**src/rtl/i2c_line_conditioner_pkg.sv**
```systemverilog
`default_nettype none
// ============================================================================
// i2c_line_conditioner_pkg : shared constants and bus-state type
// Rev 1.0
// ============================================================================
package i2c_line_conditioner_pkg;

    localparam int I2C_FILTER_WIDTH = 4;
    localparam int I2C_IDLE_TIMEOUT = 1000;

    typedef enum logic [0:0] {
        IDLE = 1'b0,
        BUSY = 1'b1
    } BusState;

endpackage
`default_nettype wire

```
**src/rtl/i2c_line_conditioner_if.sv**
```systemverilog
`default_nettype none
// ============================================================================
// i2c_line_conditioner_if : pad inputs, filter setting and conditioned outputs
// Rev 1.0
// ============================================================================
interface i2c_line_conditioner_if
    import i2c_line_conditioner_pkg::*;
#(
    parameter int FILTER_WIDTH = I2C_FILTER_WIDTH
);
    logic                    SDA_in;
    logic                    SCL_in;
    logic [FILTER_WIDTH-1:0] filter_len;
    logic                    SDA_sync;
    logic                    SCL_sync;
    logic                    start_detected;
    logic                    stop_detected;
    logic                    bus_busy;
    logic                    timeout_event;

    modport master (
        output SDA_in, SCL_in, filter_len,
        input  SDA_sync, SCL_sync, start_detected, stop_detected, bus_busy, timeout_event
    );

    modport slave (
        input  SDA_in, SCL_in, filter_len,
        output SDA_sync, SCL_sync, start_detected, stop_detected, bus_busy, timeout_event
    );
endinterface
`default_nettype wire

```
**src/rtl/i2c_line_conditioner_glitch_filter.sv**
```systemverilog
`default_nettype none
// ============================================================================
// i2c_glitch_filter : two-flop synchroniser plus persistence-counter filter
// Rev 1.0
// ============================================================================
module i2c_glitch_filter
    import i2c_line_conditioner_pkg::*;
#(
    parameter int FILTER_WIDTH = I2C_FILTER_WIDTH
) (
    input  wire logic                    clk,
    input  wire logic                    n_rst,
    input  wire logic                    line_i,
    input  wire logic [FILTER_WIDTH-1:0] filter_len_i,
    output logic                         line_o
);
    logic                    sync1_q;
    logic                    sync2_q;
    logic                    filt_q;
    logic                    filt_d;
    logic [FILTER_WIDTH-1:0] cnt_q;
    logic [FILTER_WIDTH-1:0] cnt_d;

    // A new level is accepted once it has been seen filter_len+1 times in a row.
    always_comb begin
        filt_d = filt_q;
        cnt_d  = '0;
        if (sync2_q != filt_q) begin
            if (cnt_q == filter_len_i) begin
                filt_d = sync2_q;
            end else begin
                cnt_d = cnt_q + FILTER_WIDTH'(1);
            end
        end
    end

    always_ff @(posedge clk) begin
        if (!n_rst) begin
            sync1_q <= 1'b1;
            sync2_q <= 1'b1;
            filt_q  <= 1'b1;
            cnt_q   <= '0;
        end else begin
            sync1_q <= line_i;
            sync2_q <= sync1_q;
            filt_q  <= filt_d;
            cnt_q   <= cnt_d;
        end
    end

    assign line_o = filt_q;

endmodule
`default_nettype wire

```
**src/rtl/i2c_line_conditioner.sv**
```systemverilog
`default_nettype none
// ============================================================================
// i2c_line_conditioner : SDA/SCL sync + glitch filter, START/STOP detect, busy
// Optional lost-STOP recovery built when I2C_BUS_TIMEOUT_EN is defined.
// Rev 1.0
// ============================================================================
module i2c_line_conditioner
    import i2c_line_conditioner_pkg::*;
#(
    parameter int FILTER_WIDTH = I2C_FILTER_WIDTH,
    parameter int IDLE_TIMEOUT = I2C_IDLE_TIMEOUT
) (
    input  wire logic              clk,
    input  wire logic              n_rst,
    i2c_line_conditioner_if.slave  bus
);
    logic    sda_f;
    logic    scl_f;
    logic    sda_prev_q;
    logic    scl_prev_q;
    logic    w_start;
    logic    w_stop;
    logic    w_timeout;
    BusState state_q;
    BusState state_d;
    logic    start_q;
    logic    stop_q;

    i2c_glitch_filter #(.FILTER_WIDTH(FILTER_WIDTH)) u_sda_filter (
        .clk          (clk),
        .n_rst        (n_rst),
        .line_i       (bus.SDA_in),
        .filter_len_i (bus.filter_len),
        .line_o       (sda_f)
    );

    i2c_glitch_filter #(.FILTER_WIDTH(FILTER_WIDTH)) u_scl_filter (
        .clk          (clk),
        .n_rst        (n_rst),
        .line_i       (bus.SCL_in),
        .filter_len_i (bus.filter_len),
        .line_o       (scl_f)
    );

    // SCL must be high both before and after, so a coincident SCL edge masks SDA.
    assign w_start = scl_prev_q & scl_f &  sda_prev_q & ~sda_f;
    assign w_stop  = scl_prev_q & scl_f & ~sda_prev_q &  sda_f;

    always_comb begin
        state_d = state_q;
        case (state_q)
            IDLE:    if (w_start) state_d = BUSY;
            BUSY:    if (w_stop || w_timeout) state_d = IDLE;
            default: state_d = IDLE;
        endcase
    end

    always_ff @(posedge clk) begin
        if (!n_rst) begin
            sda_prev_q <= 1'b1;
            scl_prev_q <= 1'b1;
            state_q    <= IDLE;
            start_q    <= 1'b0;
            stop_q     <= 1'b0;
        end else begin
            sda_prev_q <= sda_f;
            scl_prev_q <= scl_f;
            state_q    <= state_d;
            start_q    <= w_start;
            stop_q     <= w_stop;
        end
    end

`ifdef I2C_BUS_TIMEOUT_EN
    logic [15:0] idle_q;
    logic [15:0] idle_d;
    logic        timeout_q;

    // Fires on the cycle the count of idle-high BUSY cycles reaches IDLE_TIMEOUT.
    always_comb begin
        idle_d    = '0;
        w_timeout = 1'b0;
        if (state_q == BUSY && sda_f && scl_f) begin
            if (idle_q + 16'd1 == 16'(IDLE_TIMEOUT)) begin
                w_timeout = 1'b1;
            end else begin
                idle_d = idle_q + 16'd1;
            end
        end
    end

    always_ff @(posedge clk) begin
        if (!n_rst) begin
            idle_q    <= '0;
            timeout_q <= 1'b0;
        end else begin
            idle_q    <= idle_d;
            timeout_q <= w_timeout & ~w_stop;
        end
    end

    assign bus.timeout_event = timeout_q;
`else
    logic w_unused_timeout;
    assign w_unused_timeout  = (IDLE_TIMEOUT == 0);
    assign w_timeout         = 1'b0;
    assign bus.timeout_event = 1'b0;
`endif

    assign bus.SDA_sync       = sda_f;
    assign bus.SCL_sync       = scl_f;
    assign bus.start_detected = start_q;
    assign bus.stop_detected  = stop_q;
    assign bus.bus_busy       = (state_q == BUSY);

endmodule
`default_nettype wire

```
**src/flat_wrapper.sv**
```systemverilog
// flat-port wrapper written by rule: the top's interface ports become plain ports
module i2c_line_conditioner_flat import i2c_line_conditioner_pkg::*;
#(
    parameter int FILTER_WIDTH = I2C_FILTER_WIDTH,
    parameter int IDLE_TIMEOUT = I2C_IDLE_TIMEOUT
)
  (clk, n_rst, bus_SDA_in, bus_SCL_in, bus_filter_len, bus_SDA_sync, bus_SCL_sync, bus_start_detected, bus_stop_detected, bus_bus_busy, bus_timeout_event);
  i2c_line_conditioner_if #(.FILTER_WIDTH(FILTER_WIDTH)) bus_i ();
  input  wire logic clk;
  input  wire logic n_rst;
  input wire logic [$bits(bus_i.SDA_in)-1:0] bus_SDA_in;
  input wire logic [$bits(bus_i.SCL_in)-1:0] bus_SCL_in;
  input wire logic [$bits(bus_i.filter_len)-1:0] bus_filter_len;
  output wire logic [$bits(bus_i.SDA_sync)-1:0] bus_SDA_sync;
  output wire logic [$bits(bus_i.SCL_sync)-1:0] bus_SCL_sync;
  output wire logic [$bits(bus_i.start_detected)-1:0] bus_start_detected;
  output wire logic [$bits(bus_i.stop_detected)-1:0] bus_stop_detected;
  output wire logic [$bits(bus_i.bus_busy)-1:0] bus_bus_busy;
  output wire logic [$bits(bus_i.timeout_event)-1:0] bus_timeout_event;
  assign bus_i.SDA_in = bus_SDA_in;
  assign bus_i.SCL_in = bus_SCL_in;
  assign bus_i.filter_len = bus_filter_len;
  assign bus_SDA_sync = bus_i.SDA_sync;
  assign bus_SCL_sync = bus_i.SCL_sync;
  assign bus_start_detected = bus_i.start_detected;
  assign bus_stop_detected = bus_i.stop_detected;
  assign bus_bus_busy = bus_i.bus_busy;
  assign bus_timeout_event = bus_i.timeout_event;
  i2c_line_conditioner #(.FILTER_WIDTH(FILTER_WIDTH), .IDLE_TIMEOUT(IDLE_TIMEOUT)) u_core (.clk(clk), .n_rst(n_rst), .bus(bus_i));
endmodule
```
**config.mk**
```make
export PLATFORM = sky130hd
export DESIGN_NAME = i2c_line_conditioner_flat
export DESIGN_NICKNAME = d
export VERILOG_FILES = /design/src/rtl/i2c_line_conditioner_pkg.sv /design/src/rtl/i2c_line_conditioner_if.sv /design/src/rtl/i2c_line_conditioner_glitch_filter.sv /design/src/rtl/i2c_line_conditioner.sv /design/src/flat_wrapper.sv
export SDC_FILE = /design/constraint.sdc
export NUM_CORES = 1
export LEC_CHECK = 0
export ABC_AREA = 0
export BUFFER_PORTS_ARGS = -buffer_cell sky130_fd_sc_hd__buf_2
export CAP_MARGIN = 20
export CORE_MARGIN = 4
export CORE_UTILIZATION = 55
export CTS_BUF_LIST = sky130_fd_sc_hd__clkbuf_2
export DETAILED_ROUTE_END_ITERATION = 6
export PLACE_DENSITY_LB_ADDON = 0.3
export SKIP_LAST_GASP = 1
export SLEW_MARGIN = 20
export SYNTH_ARGS = -nofsm -noshare
export SYNTH_HDL_FRONTEND = slang
export SYNTH_SLANG_ARGS = --single-unit
```
**constraint.sdc**
```tcl
create_clock -name clk -period 1.5 [get_ports clk]
set_input_delay 0.075 -clock clk [delete_from_list [all_inputs] [get_ports clk]]
set_output_delay 0.075 -clock clk [all_outputs]
set_load 0.05 [all_outputs]
```
==> results.cfg <==
[worst_setup_path]
cp-startpoint = u_core.u_sda_filter.cnt_q[0]$_SDFF_PP0_
end_kind = flop
reg2regPathDepth = 3
rr_endpoint = u_core.u_sda_filter.line_o$_SDFFE_PN1P_
cp-endpoint = u_core.u_sda_filter.line_o$_SDFFE_PN1P_
crit_path_max_fanout = 4
r2r_start = u_core.u_sda_filter.cnt_q[0]$_SDFF_PP0_
cp-start-kind = flop
cp.required_ns = 1.70
crit_type = reg2reg
crit_arrival_ns = 1.49
ff2ff_setup_slack_ns = 0.21

[layout]
nNetsFinal = 100
area.growth.synth_to_final_pct = 15.9
layout.cells.non_filler = 104
n_antenna_cell = 0
drive_gt1_frac = 0.247

[status]
outcome = finished, final reports clean

[clocking]
cts_resized = 0
path_clk_slew_ns = 0.16
clock_sinks = 19
hold_buffers = 2
clk_path_buf_depth = 2
post-cts-setup-buffer-count = 0
cts_tree = done
clk_latency_ns = 0.28
h-tree-depth = 1
cts_root_buffer = clkbuf_2
cts_buffers = 3

[routing]
final_antenna_net_count = 0
routed_wl_um = 1170
drt_iter0_markers = 7
vias_per_cell = 4.88
post_drt_wl_per_cell_um = 11.3
via_count = 507
drc_errors = 0
dr.pass1.iters = 2

[floorplanning]
fp.dieArea_sq_um = 2070
start_util = 0.587
ios = 14
core_area_sq_um = 1320
die_y_um = 45.5
die_x_um = 45.5
rows = 13

[placed_design]
post-place-cells = 98
port_buffers = 12
place.gp.congestion = 0.783
dp_hpwl_um = 914

[logic_synthesis]
synth_xor_area_frac = 0.159
synthCells = 71
synth_top_family_by_area = simple AND/OR/NAND/NOR gates
yosysWarnings = 0
seq_area_frac_synth = 0.492
synthTopCellsByArea = dfxtp_1 (49%), xor2_1 (14%), nand2b_1 (6.5%)
synth_compound_area_frac = 0.0259
synthAdderAreaFrac = 0.0324
yosysTopAreaCell = dfxtp_1
post_synth_and_or_nand_nor_area_fraction = 0.228
yosysUniqueCellTypes = 19
muxShareOfSynthArea = 0.0388
syn_area_sq_um = 773
syn_area_per_cell_sq_um = 10.9
ys_seq_elements = 19
syn-num-nets = 81
netlist.area_leader.share = 0.492

[sta]
post-route-period-util = 0.863
finalMaxSlewViolations = 0
fin_skew_ns = 0.00156
worst_hold_slack_ns = 0.0577
setup_tns_ns = 0
setup_viol = 0
rsz0062_at_grt = false
fin_crit_ns = 1.29
hold_viol = 0
max_freq_mhz = 772

[grt]
gr-total-overflow = 0
grt_pass1_wl_um = 2010
gr-usage-all-layers = 0.138
grt_pass1_vias = 491
grt_max_degree = 13
antenna_found_initial = 0

[hold_path]
hp-class = in2reg

[power_and_ir_drop]
p_leak_nw = 0.396
vdd_drop_max_mv = 0.562
powerDensity_nw_per_um2 = 885

[job]
maxCapViolCount = 0
worst max-delay path: stages, from the launching register on:
cell and delay [ns]:
dfxtp_1 0.37, xor2_1 0.18, nor4_4 0.33, mux2_4 0.33
flip-flops by register name (all words and copies together), names as in the netlist:
register / count
u_core.u_scl_filter.cnt_q: 4
u_core.u_sda_filter.cnt_q: 4
u_core.bus.bus_busy: 1
u_core.bus.start_detected: 1
u_core.bus.stop_detected: 1
u_core.scl_prev_q: 1
u_core.sda_prev_q: 1
u_core.u_scl_filter.line_o: 1
u_core.u_scl_filter.sync1_q: 1
u_core.u_scl_filter.sync2_q: 1
u_core.u_sda_filter.line_o: 1
u_core.u_sda_filter.sync1_q: 1
u_core.u_sda_filter.sync2_q: 1
layout by cell type (no fill, tap or decap), drive strengths merged:
| master | instances |
|---|---|
| nand3 | 3 |
| a21boi | 1 |
| o21ai | 1 |
| nand2b | 8 |
| conb | 1 |
| a21o | 1 |
| dfxtp | 19 |
| mux2 | 2 |
| nor3 | 7 |
| nor2 | 1 |
| inv | 1 |
| buf | 14 |
| nand2 | 4 |
| nor3b | 2 |
| xnor2 | 2 |
| xor2 | 12 |
| clkbuf | 4 |
| dlygate4sd3 | 2 |
| nor4 | 2 |
| ha | 2 |
per-stage QoR:
step / worst slack, ns / utilization / cell area, sq um / total power [mW]
2_1_floorplan: 0.197 / - / 773 / 0.573
3_3_place_gp: 0.227 / 0.650 / 856 / 0.590
3_5_place_dp: 0.211 / 0.650 / 856 / 0.592
4_1_cts: 0.192 / 0.680 / 896 / 0.808
5_1_grt: 0.150 / 0.680 / 896 / 0.839
6_report: 0.205 / 0.680 / 896 / 0.793
where the power goes:
| part | leakage (nW) | internal, mW | switching, mW | total, mW |
|---|---|---|---|---|
| logic | 0.225 | 0.0286 | 0.0378 | 0.0664 |
| registers | 0.154 | 0.513 | 0.00479 | 0.518 |
| clock network | 0.0166 | 0.0707 | 0.138 | 0.209 |
| total | 0.396 | 0.612 | 0.181 | 0.793 |
cells in the mapped netlist (all sizes together):
cell / number
xor2: 12
dfxtp: 19
nand2: 4
nand2b: 8
nor2: 1
nor3b: 2
xnor2: 2
nor3: 7
buf: 1
nor4: 2
o21ai: 1
clkbuf: 1
conb: 1
a21boi: 1
mux2: 2
inv: 1
nand3: 3
ha: 2
a21o: 1
final cells by class:
cell class	count	area [sq um]
clock buffer	4	20.0
sequential	19	380
timing repair buffer	16	95.1
fill	108	422
inverter	1	3.75
tap	15	18.8
multi-input combinational	49	378
routing by layer:
| layer | GRT usage | vias to the layer above | share of wire | wire (um) |
|---|---|---|---|---|
| li1 | - | 266 | - | - |
| met1 | 0.160 | 229 | 0.47 | 555 |
| met2 | 0.203 | 10 | 0.45 | 530 |
| met3 | 0.0514 | 2 | 0.064 | 75 |
| met4 | 0.105 | 0 | 0.0094 | 11 |
| met5 | 0 | - | 0 | 0 |
cell families (layout without fill, tap and decap cells):
group / after synthesis / after routing
mux: 2 / 2
buf+inv: 3 / 21
simple gates: 27 / 27
other cells: 1 / 1
fa+ha+maj: 2 / 2
xor+xnor: 14 / 14
compound gates: 3 / 3
flops: 19 / 19
worst min-delay path by stage:
stage                    start                                      to  slack [ns]  depth (start not counted)
floorplan                n_rst            u_core.scl_prev_q$_SDFF_PN1_        0.17                          1
global route             n_rst  u_core.u_scl_filter.sync2_q$_SDFF_PN1_        0.02                          2
finish                   n_rst  u_core.u_scl_filter.sync2_q$_SDFF_PN1_        0.06                          2
CTS                      n_rst  u_core.u_scl_filter.sync2_q$_SDFF_PN1_        0.04                          2
detailed placement  bus_SCL_in  u_core.u_scl_filter.sync1_q$_SDFF_PN1_        0.26                          2
global placement    bus_SCL_in  u_core.u_scl_filter.sync1_q$_SDFF_PN1_        0.26                          2
Power figures use the tool's default switching activity.
